===== src/rtl/rf_writeback_pkg.sv =====
// Shared types and sizing for the register-file write-back slice.
package rf_writeback_pkg;

  localparam int unsigned XLEN       = 32;
  localparam int unsigned NREG       = 32;
  localparam int unsigned AW         = 5;
  localparam int unsigned STARVE_MAX = 3;

  typedef logic [AW-1:0] RegAddr;

  typedef struct packed {
    logic            valid;
    RegAddr          rd;
    logic [XLEN-1:0] data;
  } WbReq;

  typedef struct packed {
    logic            we;
    RegAddr          waddr;
    logic [XLEN-1:0] wdata;
  } RegFileWrite;

  // One-hot scoreboard mask for a register; x0 never maps to a bit.
  function automatic logic [NREG-1:0] reg_bit(input RegAddr a);
    return (NREG'(1) << a) & ~NREG'(1);
  endfunction

endpackage


===== src/rtl/rf_writeback_if.sv =====
// Issue, result-handshake, register-file write and hazard signals of rf_writeback.
interface rf_writeback_if;
  import rf_writeback_pkg::*;

  logic            issue_valid;
  RegAddr          issue_rd;
  logic            alu_valid;
  RegAddr          alu_rd;
  logic [XLEN-1:0] alu_data;
  logic            alu_ready;
  logic            lsu_valid;
  RegAddr          lsu_rd;
  logic [XLEN-1:0] lsu_data;
  logic            lsu_ready;
  logic            rf_we;
  RegAddr          rf_waddr;
  logic [XLEN-1:0] rf_wdata;
  RegAddr          rs1_addr;
  RegAddr          rs2_addr;
  logic            rs1_hazard;
  logic            rs2_hazard;
  logic [NREG-1:0] busy;

  modport master (
    output issue_valid, issue_rd, alu_valid, alu_rd, alu_data,
    output lsu_valid, lsu_rd, lsu_data, rs1_addr, rs2_addr,
    input  alu_ready, lsu_ready, rf_we, rf_waddr, rf_wdata,
    input  rs1_hazard, rs2_hazard, busy
  );

  modport slave (
    input  issue_valid, issue_rd, alu_valid, alu_rd, alu_data,
    input  lsu_valid, lsu_rd, lsu_data, rs1_addr, rs2_addr,
    output alu_ready, lsu_ready, rf_we, rf_waddr, rf_wdata,
    output rs1_hazard, rs2_hazard, busy
  );

endinterface


===== src/rtl/wb_arbiter.sv =====
// ALU/LSU write-port arbiter: ALU priority with a starvation escape for the LSU.
module wb_arbiter
  import rf_writeback_pkg::*;
#(
  parameter int unsigned StarveMax = STARVE_MAX
) (
  input  logic clk,
  input  logic rst_n,
  input  logic alu_valid,
  input  logic lsu_valid,
  output logic alu_ready,
  output logic lsu_ready,
  output logic grant_alu,
  output logic grant_lsu
);

  localparam int unsigned CntW = $clog2(StarveMax + 1);

  logic [CntW-1:0] starve_q, starve_d;
  logic            lsu_wins;

  assign lsu_wins  = lsu_valid && (!alu_valid || (starve_q == CntW'(StarveMax)));
  assign grant_lsu = lsu_wins;
  assign grant_alu = alu_valid && !lsu_wins;
  assign alu_ready = grant_alu;
  assign lsu_ready = grant_lsu;

  always_comb begin
    starve_d = starve_q;
    if (!lsu_valid || grant_lsu) begin
      starve_d = '0;
    end else if (starve_q != CntW'(StarveMax)) begin
      starve_d = starve_q + CntW'(1);
    end
  end

  always_ff @(posedge clk or negedge rst_n) begin
    if (!rst_n) begin
      starve_q <= '0;
    end else begin
      starve_q <= starve_d;
    end
  end

endmodule


===== src/rtl/rf_writeback.sv =====
// Register-file write-back: merges ALU/LSU results onto one write port and
// tracks outstanding writes to report read-after-write hazards to decode.
module rf_writeback
  import rf_writeback_pkg::*;
(
  input logic           clk,
  input logic           rst_n,
  rf_writeback_if.slave bus
);

  logic            grant_alu, grant_lsu;
  WbReq            acc;
  RegFileWrite     wr_q, wr_d;
  logic [NREG-1:0] busy_q, busy_d;
  logic [NREG-1:0] set_mask, clr_mask;

  wb_arbiter #(
    .StarveMax (STARVE_MAX)
  ) u_arb (
    .clk       (clk),
    .rst_n     (rst_n),
    .alu_valid (bus.alu_valid),
    .lsu_valid (bus.lsu_valid),
    .alu_ready (bus.alu_ready),
    .lsu_ready (bus.lsu_ready),
    .grant_alu (grant_alu),
    .grant_lsu (grant_lsu)
  );

  always_comb begin
    acc = '0;
    if (grant_lsu) begin
      acc = '{valid: 1'b1, rd: bus.lsu_rd, data: bus.lsu_data};
    end else if (grant_alu) begin
      acc = '{valid: 1'b1, rd: bus.alu_rd, data: bus.alu_data};
    end
  end

  // Writes to x0 are accepted upstream but never reach the register file.
  always_comb begin
    wr_d    = wr_q;
    wr_d.we = 1'b0;
    if (acc.valid) begin
      wr_d.we    = (acc.rd != '0);
      wr_d.waddr = acc.rd;
      wr_d.wdata = acc.data;
    end
  end

  // A same-cycle issue to the retiring register wins: the newer writer owns it.
  always_comb begin
    set_mask = bus.issue_valid ? reg_bit(bus.issue_rd) : '0;
    clr_mask = acc.valid ? reg_bit(acc.rd) : '0;
    busy_d   = (busy_q & ~clr_mask) | set_mask;
  end

  always_ff @(posedge clk or negedge rst_n) begin
    if (!rst_n) begin
      wr_q   <= '0;
      busy_q <= '0;
    end else begin
      wr_q   <= wr_d;
      busy_q <= busy_d;
    end
  end

  // The write-cycle term covers the gap between busy clearing and the RF update.
  always_comb begin
    bus.rs1_hazard = (bus.rs1_addr != '0) &&
                     (busy_q[bus.rs1_addr] || (wr_q.we && (wr_q.waddr == bus.rs1_addr)));
    bus.rs2_hazard = (bus.rs2_addr != '0) &&
                     (busy_q[bus.rs2_addr] || (wr_q.we && (wr_q.waddr == bus.rs2_addr)));
  end

  assign bus.rf_we    = wr_q.we;
  assign bus.rf_waddr = wr_q.waddr;
  assign bus.rf_wdata = wr_q.wdata;
  assign bus.busy     = busy_q;

endmodule


===== src/flat_wrapper.sv =====
// flat-port wrapper written by rule: the top's interface ports become plain ports
module rf_writeback_flat import rf_writeback_pkg::*;
  (clk, rst_n, bus_issue_valid, bus_issue_rd, bus_alu_valid, bus_alu_rd, bus_alu_data, bus_lsu_valid, bus_lsu_rd, bus_lsu_data, bus_rs1_addr, bus_rs2_addr, bus_alu_ready, bus_lsu_ready, bus_rf_we, bus_rf_waddr, bus_rf_wdata, bus_rs1_hazard, bus_rs2_hazard, bus_busy);
  rf_writeback_if bus_i ();
  input logic clk;
  input logic rst_n;
  input wire logic [$bits(bus_i.issue_valid)-1:0] bus_issue_valid;
  input wire logic [$bits(bus_i.issue_rd)-1:0] bus_issue_rd;
  input wire logic [$bits(bus_i.alu_valid)-1:0] bus_alu_valid;
  input wire logic [$bits(bus_i.alu_rd)-1:0] bus_alu_rd;
  input wire logic [$bits(bus_i.alu_data)-1:0] bus_alu_data;
  input wire logic [$bits(bus_i.lsu_valid)-1:0] bus_lsu_valid;
  input wire logic [$bits(bus_i.lsu_rd)-1:0] bus_lsu_rd;
  input wire logic [$bits(bus_i.lsu_data)-1:0] bus_lsu_data;
  input wire logic [$bits(bus_i.rs1_addr)-1:0] bus_rs1_addr;
  input wire logic [$bits(bus_i.rs2_addr)-1:0] bus_rs2_addr;
  output wire logic [$bits(bus_i.alu_ready)-1:0] bus_alu_ready;
  output wire logic [$bits(bus_i.lsu_ready)-1:0] bus_lsu_ready;
  output wire logic [$bits(bus_i.rf_we)-1:0] bus_rf_we;
  output wire logic [$bits(bus_i.rf_waddr)-1:0] bus_rf_waddr;
  output wire logic [$bits(bus_i.rf_wdata)-1:0] bus_rf_wdata;
  output wire logic [$bits(bus_i.rs1_hazard)-1:0] bus_rs1_hazard;
  output wire logic [$bits(bus_i.rs2_hazard)-1:0] bus_rs2_hazard;
  output wire logic [$bits(bus_i.busy)-1:0] bus_busy;
  assign bus_i.issue_valid = bus_issue_valid;
  assign bus_i.issue_rd = bus_issue_rd;
  assign bus_i.alu_valid = bus_alu_valid;
  assign bus_i.alu_rd = bus_alu_rd;
  assign bus_i.alu_data = bus_alu_data;
  assign bus_i.lsu_valid = bus_lsu_valid;
  assign bus_i.lsu_rd = bus_lsu_rd;
  assign bus_i.lsu_data = bus_lsu_data;
  assign bus_i.rs1_addr = bus_rs1_addr;
  assign bus_i.rs2_addr = bus_rs2_addr;
  assign bus_alu_ready = bus_i.alu_ready;
  assign bus_lsu_ready = bus_i.lsu_ready;
  assign bus_rf_we = bus_i.rf_we;
  assign bus_rf_waddr = bus_i.rf_waddr;
  assign bus_rf_wdata = bus_i.rf_wdata;
  assign bus_rs1_hazard = bus_i.rs1_hazard;
  assign bus_rs2_hazard = bus_i.rs2_hazard;
  assign bus_busy = bus_i.busy;
  rf_writeback u_core (.clk(clk), .rst_n(rst_n), .bus(bus_i));
endmodule

===== config.mk =====
export PLATFORM = sky130hd
export DESIGN_NAME = rf_writeback_flat
export DESIGN_NICKNAME = d
export VERILOG_FILES = /design/src/rtl/rf_writeback_pkg.sv /design/src/rtl/rf_writeback_if.sv /design/src/rtl/wb_arbiter.sv /design/src/rtl/rf_writeback.sv /design/src/flat_wrapper.sv
export SDC_FILE = /design/constraint.sdc
export NUM_CORES = 1
export LEC_CHECK = 0
export BUFFER_PORTS_ARGS = -buffer_cell sky130_fd_sc_hd__clkbuf_2
export CAP_MARGIN = 20
export CORE_UTILIZATION = 25
export DETAILED_ROUTE_END_ITERATION = 6
export PLACE_DENSITY = 0.59
export SLEW_MARGIN = 15
export SYNTH_ARGS = -nofsm -noshare
export SYNTH_HDL_FRONTEND = slang
export SYNTH_SLANG_ARGS = --single-unit

===== constraint.sdc =====
create_clock -name clk -period 2.2 [get_ports clk]
set_input_delay 0.22 -clock clk [delete_from_list [all_inputs] [get_ports clk]]
set_output_delay 0.22 -clock clk [all_outputs]
set_load 0.05 [all_outputs]

==> flow_summary.ini <==
[place]
hpwl_um = 10100
place_congestion = 0.901
placed_cells = 727
port-buffer-count = 166

[drt]
drc = 0
drt_iter0_markers = 282
routed_via_density = 5.04
num_vias = 3782
drtAntennaViolNets = 0
routed_wl_um = 13200
firstDrtPassIters = 5
wl_per_cell_um = 17.6

[yosys]
syn_area_per_cell_um2 = 9.77
synth-edff-count = 0
syn-instance-count = 381
yosysTopAreaCell = dfrtp_1
yosysMostFrequentCell = dfrtp_1
yosysSeqAreaShare = 0.477
synth_cell_type_count = 48
ys.flop_type = dfrtp_1
netlist_area_um2 = 3720
yosysTopAreaCellShare = 0.477
yosysWarnings = 0
ys_top_cells_by_area = dfrtp_1 (48%), o21ai_0 (7.3%), nor2_1 (7.0%)
syn_nets = 476
async_flop_share = 1.00
synth_commonest_cells = dfrtp_1 (71), nor2_1 (69), o21ai_0 (54), o22ai_1 (32), nand2_1 (24)
synth-seq-cells = 71

[status]
violations = negative setup slack
status = complete, but fails checks

[global_route]
grt_pass1_wl_um = 19700
grt_max_degree = 45
grt_pass1_vias = 3589
grt_usage = 0.174
gr-total-overflow = 0
antenna_found_initial = 0

[power]
max-vdd-ir-drop_v = 0.000349
p_comb_frac = 0.382
p_clk_frac = 0.279
p_sw_uw = 2140
power_density_nw_per_um2 = 989
pwr-share-seq = 0.339
switching_share = 0.412
intPower_uw = 3060
leakage_uw = 0.00244

[clocking]
clock_sinks = 71
clk_latency_ns = 0.34
cts_tree = done
clk_pin_slew_ns = 0.06
cts_buffers = 9
h-tree-depth = 3
clock-root-buffer = clkbuf_16
cts.path.max_buffers = 2

[floorplan]
start_util = 0.256
fp.dieW_um = 124
dieArea_um2 = 15400
fp.dieH_um = 124
num_io_pins = 168
rows = 44
core_area_um2 = 14500

[final_layout]
antennaDiodeCount = 0
finalNonFillerCells = 751
fin_nets = 657
area_growth_pct = 41.3
drive_gt1_frac = 0.402

[timing]
fin_ws_ns = -0.154
slew_viol_final = 0
tightest_slew_ns = 0.681
rsz0062_at_grt = yes
tns_ns = -0.303
relSlewSlack = 0.546
finalSetupViolCount = 2
hold_viol_final = 0
finClkSkew_ns = 0.00527
fmax_mhz = 425
period_needed_ns = 2.35
period_share = 1.07

[setup_path]
ff2ff_setup_slack_ns = 0.13
path_cells = mux4_2, mux2_4, nand3_4, o311ai_4, o22a_1, buf_8
required_ns = 1.98
cp-end-kind = primary output
r2r_start = u_core.u_arb.starve_q[0]
arrival_ns = 2.13
r2r_cells = 8
slowest_delay_ns = 0.47
reg2reg_to = u_core.bus.busy[14]
startpoint_type = flip-flop
slowest_stage = mux4_2
critPathMaxFanout = 4
path_class = reg -> out

[hold_path]
hold-path-endpoint = u_core.bus.rf_wdata[4]
holdPathStages = 3
hold_start = bus_alu_data[4]
hold_path.class = in -> reg

[flow_run]
drv_cap = 0
worst max-delay path, delay by kind of cell, from the launching register on:
family	cells	cell delay, ns
muxes	2	0.77
and+or+nand+nor	1	0.10
buffers and inverters	1	0.16
DFF	1	0.42
AOI/OAI and AO/OA	2	0.36
timing repair:
action,4_1_cts,5_1_grt
setup endpoints to repair,2,11
endpoints found under the hold margin,27,0
buffers inserted,3,4
hold buffers,1,0
pin swaps,2,1
resized for setup,10,9
layer usage:
| metal | wire (µm) | track usage |
|---|---|---|
| met5 | 0 | 0 |
| met4 | 199 | 0.0506 |
| met3 | 1010 | 0.0490 |
| met2 | 6610 | 0.281 |
| met1 | 5410 | 0.225 |
power by group through the flow:
stage	registers [µW]	clock network [µW]	logic, µW
2_1_floorplan	2480	0	535
3_3_place_gp	1780	0	1860
3_5_place_dp	1780	0	1870
4_1_cts	1750	1490	1940
5_1_grt	1780	1550	2110
6_report	1760	1450	1990
registers in the layout (all words and copies together) (netlist names):
| register | count |
|---|---|
| u_core.bus.rf_waddr | 5 |
| u_core.u_arb.starve_q | 2 |
| u_core.bus.rf_wdata | 32 |
| u_core.bus.rf_we | 1 |
| u_core.bus.busy | 31 |
how the worst max path moves through the flow:
| stage | depth (start not counted) | from | end | slack [ns] |
|---|---|---|---|---|
| floorplan | 3 | u_core.bus.busy[25] | bus_rs1_hazard | 0.05 |
| global placement | 5 | bus_rs1_addr[0] | bus_rs1_hazard | 0.06 |
| detailed placement | 5 | bus_rs1_addr[0] | bus_rs1_hazard | 0.03 |
| CTS | 4 | u_core.bus.busy[28] | bus_rs1_hazard | -0.16 |
| global route | 6 | u_core.bus.busy[26] | bus_rs2_hazard | -0.21 |
| finish | 6 | u_core.bus.busy[26] | bus_rs2_hazard | -0.15 |
cells in the final DEF (no fill, tap or decap), types with 3 or more instances in the layout:
| cell type | instances |
|---|---|
| clkbuf_2 | 163 |
| dfrtp_1 | 71 |
| nor2_1 | 69 |
| o21ai_0 | 54 |
| o22ai_1 | 32 |
| buf_4 | 26 |
| nand2_1 | 23 |
| nand3_1 | 14 |
| mux4_2 | 10 |
| clkbuf_16 | 10 |
| o31ai_1 | 8 |
| nor2b_1 | 8 |
| xor2_1 | 8 |
| mux2i_1 | 8 |
| nand2b_1 | 5 |
| a32o_1 | 4 |
| a32oi_1 | 3 |
| nand3b_1 | 3 |
| clkbuf_1 | 3 |
per-stage QoR:
| stage | hold slack [ns] | worst slack, ns | power [µW] | util | cell area (µm²) |
|---|---|---|---|---|---|
| 2_1_floorplan | -0.0756 | 0.0455 | 3010 | - | 3720 |
| 3_3_place_gp | 0.278 | 0.0565 | 3640 | 0.332 | 4820 |
| 3_5_place_dp | 0.284 | 0.0275 | 3650 | 0.332 | 4820 |
| 4_1_cts | 0.102 | -0.155 | 5190 | 0.357 | 5190 |
| 5_1_grt | 0.112 | -0.210 | 5440 | 0.362 | 5260 |
| 6_report | 0.115 | -0.154 | 5200 | 0.362 | 5260 |
layout make-up:
cell class / count / area (µm²)
clock buffers: 13 / 250
clock inverters: 3 / 42.5
fillers: 1494 / 9280
inverters: 3 / 13.8
multi-input cells: 283 / 1860
flip-flops and latches: 71 / 1780
well taps: 184 / 230
repair buffers: 194 / 1090
logic make-up after synthesis:
logic type	Yosys count	share of synthesized area
compound gates	114	0.192
xor+xnor	10	0.0235
fa+ha+maj	1	0.00336
buf+inv	27	0.0373
flops	71	0.477
mux	22	0.104
other cells	1	0.00101
simple gates	135	0.161
(Power assumes the default switching activity.)
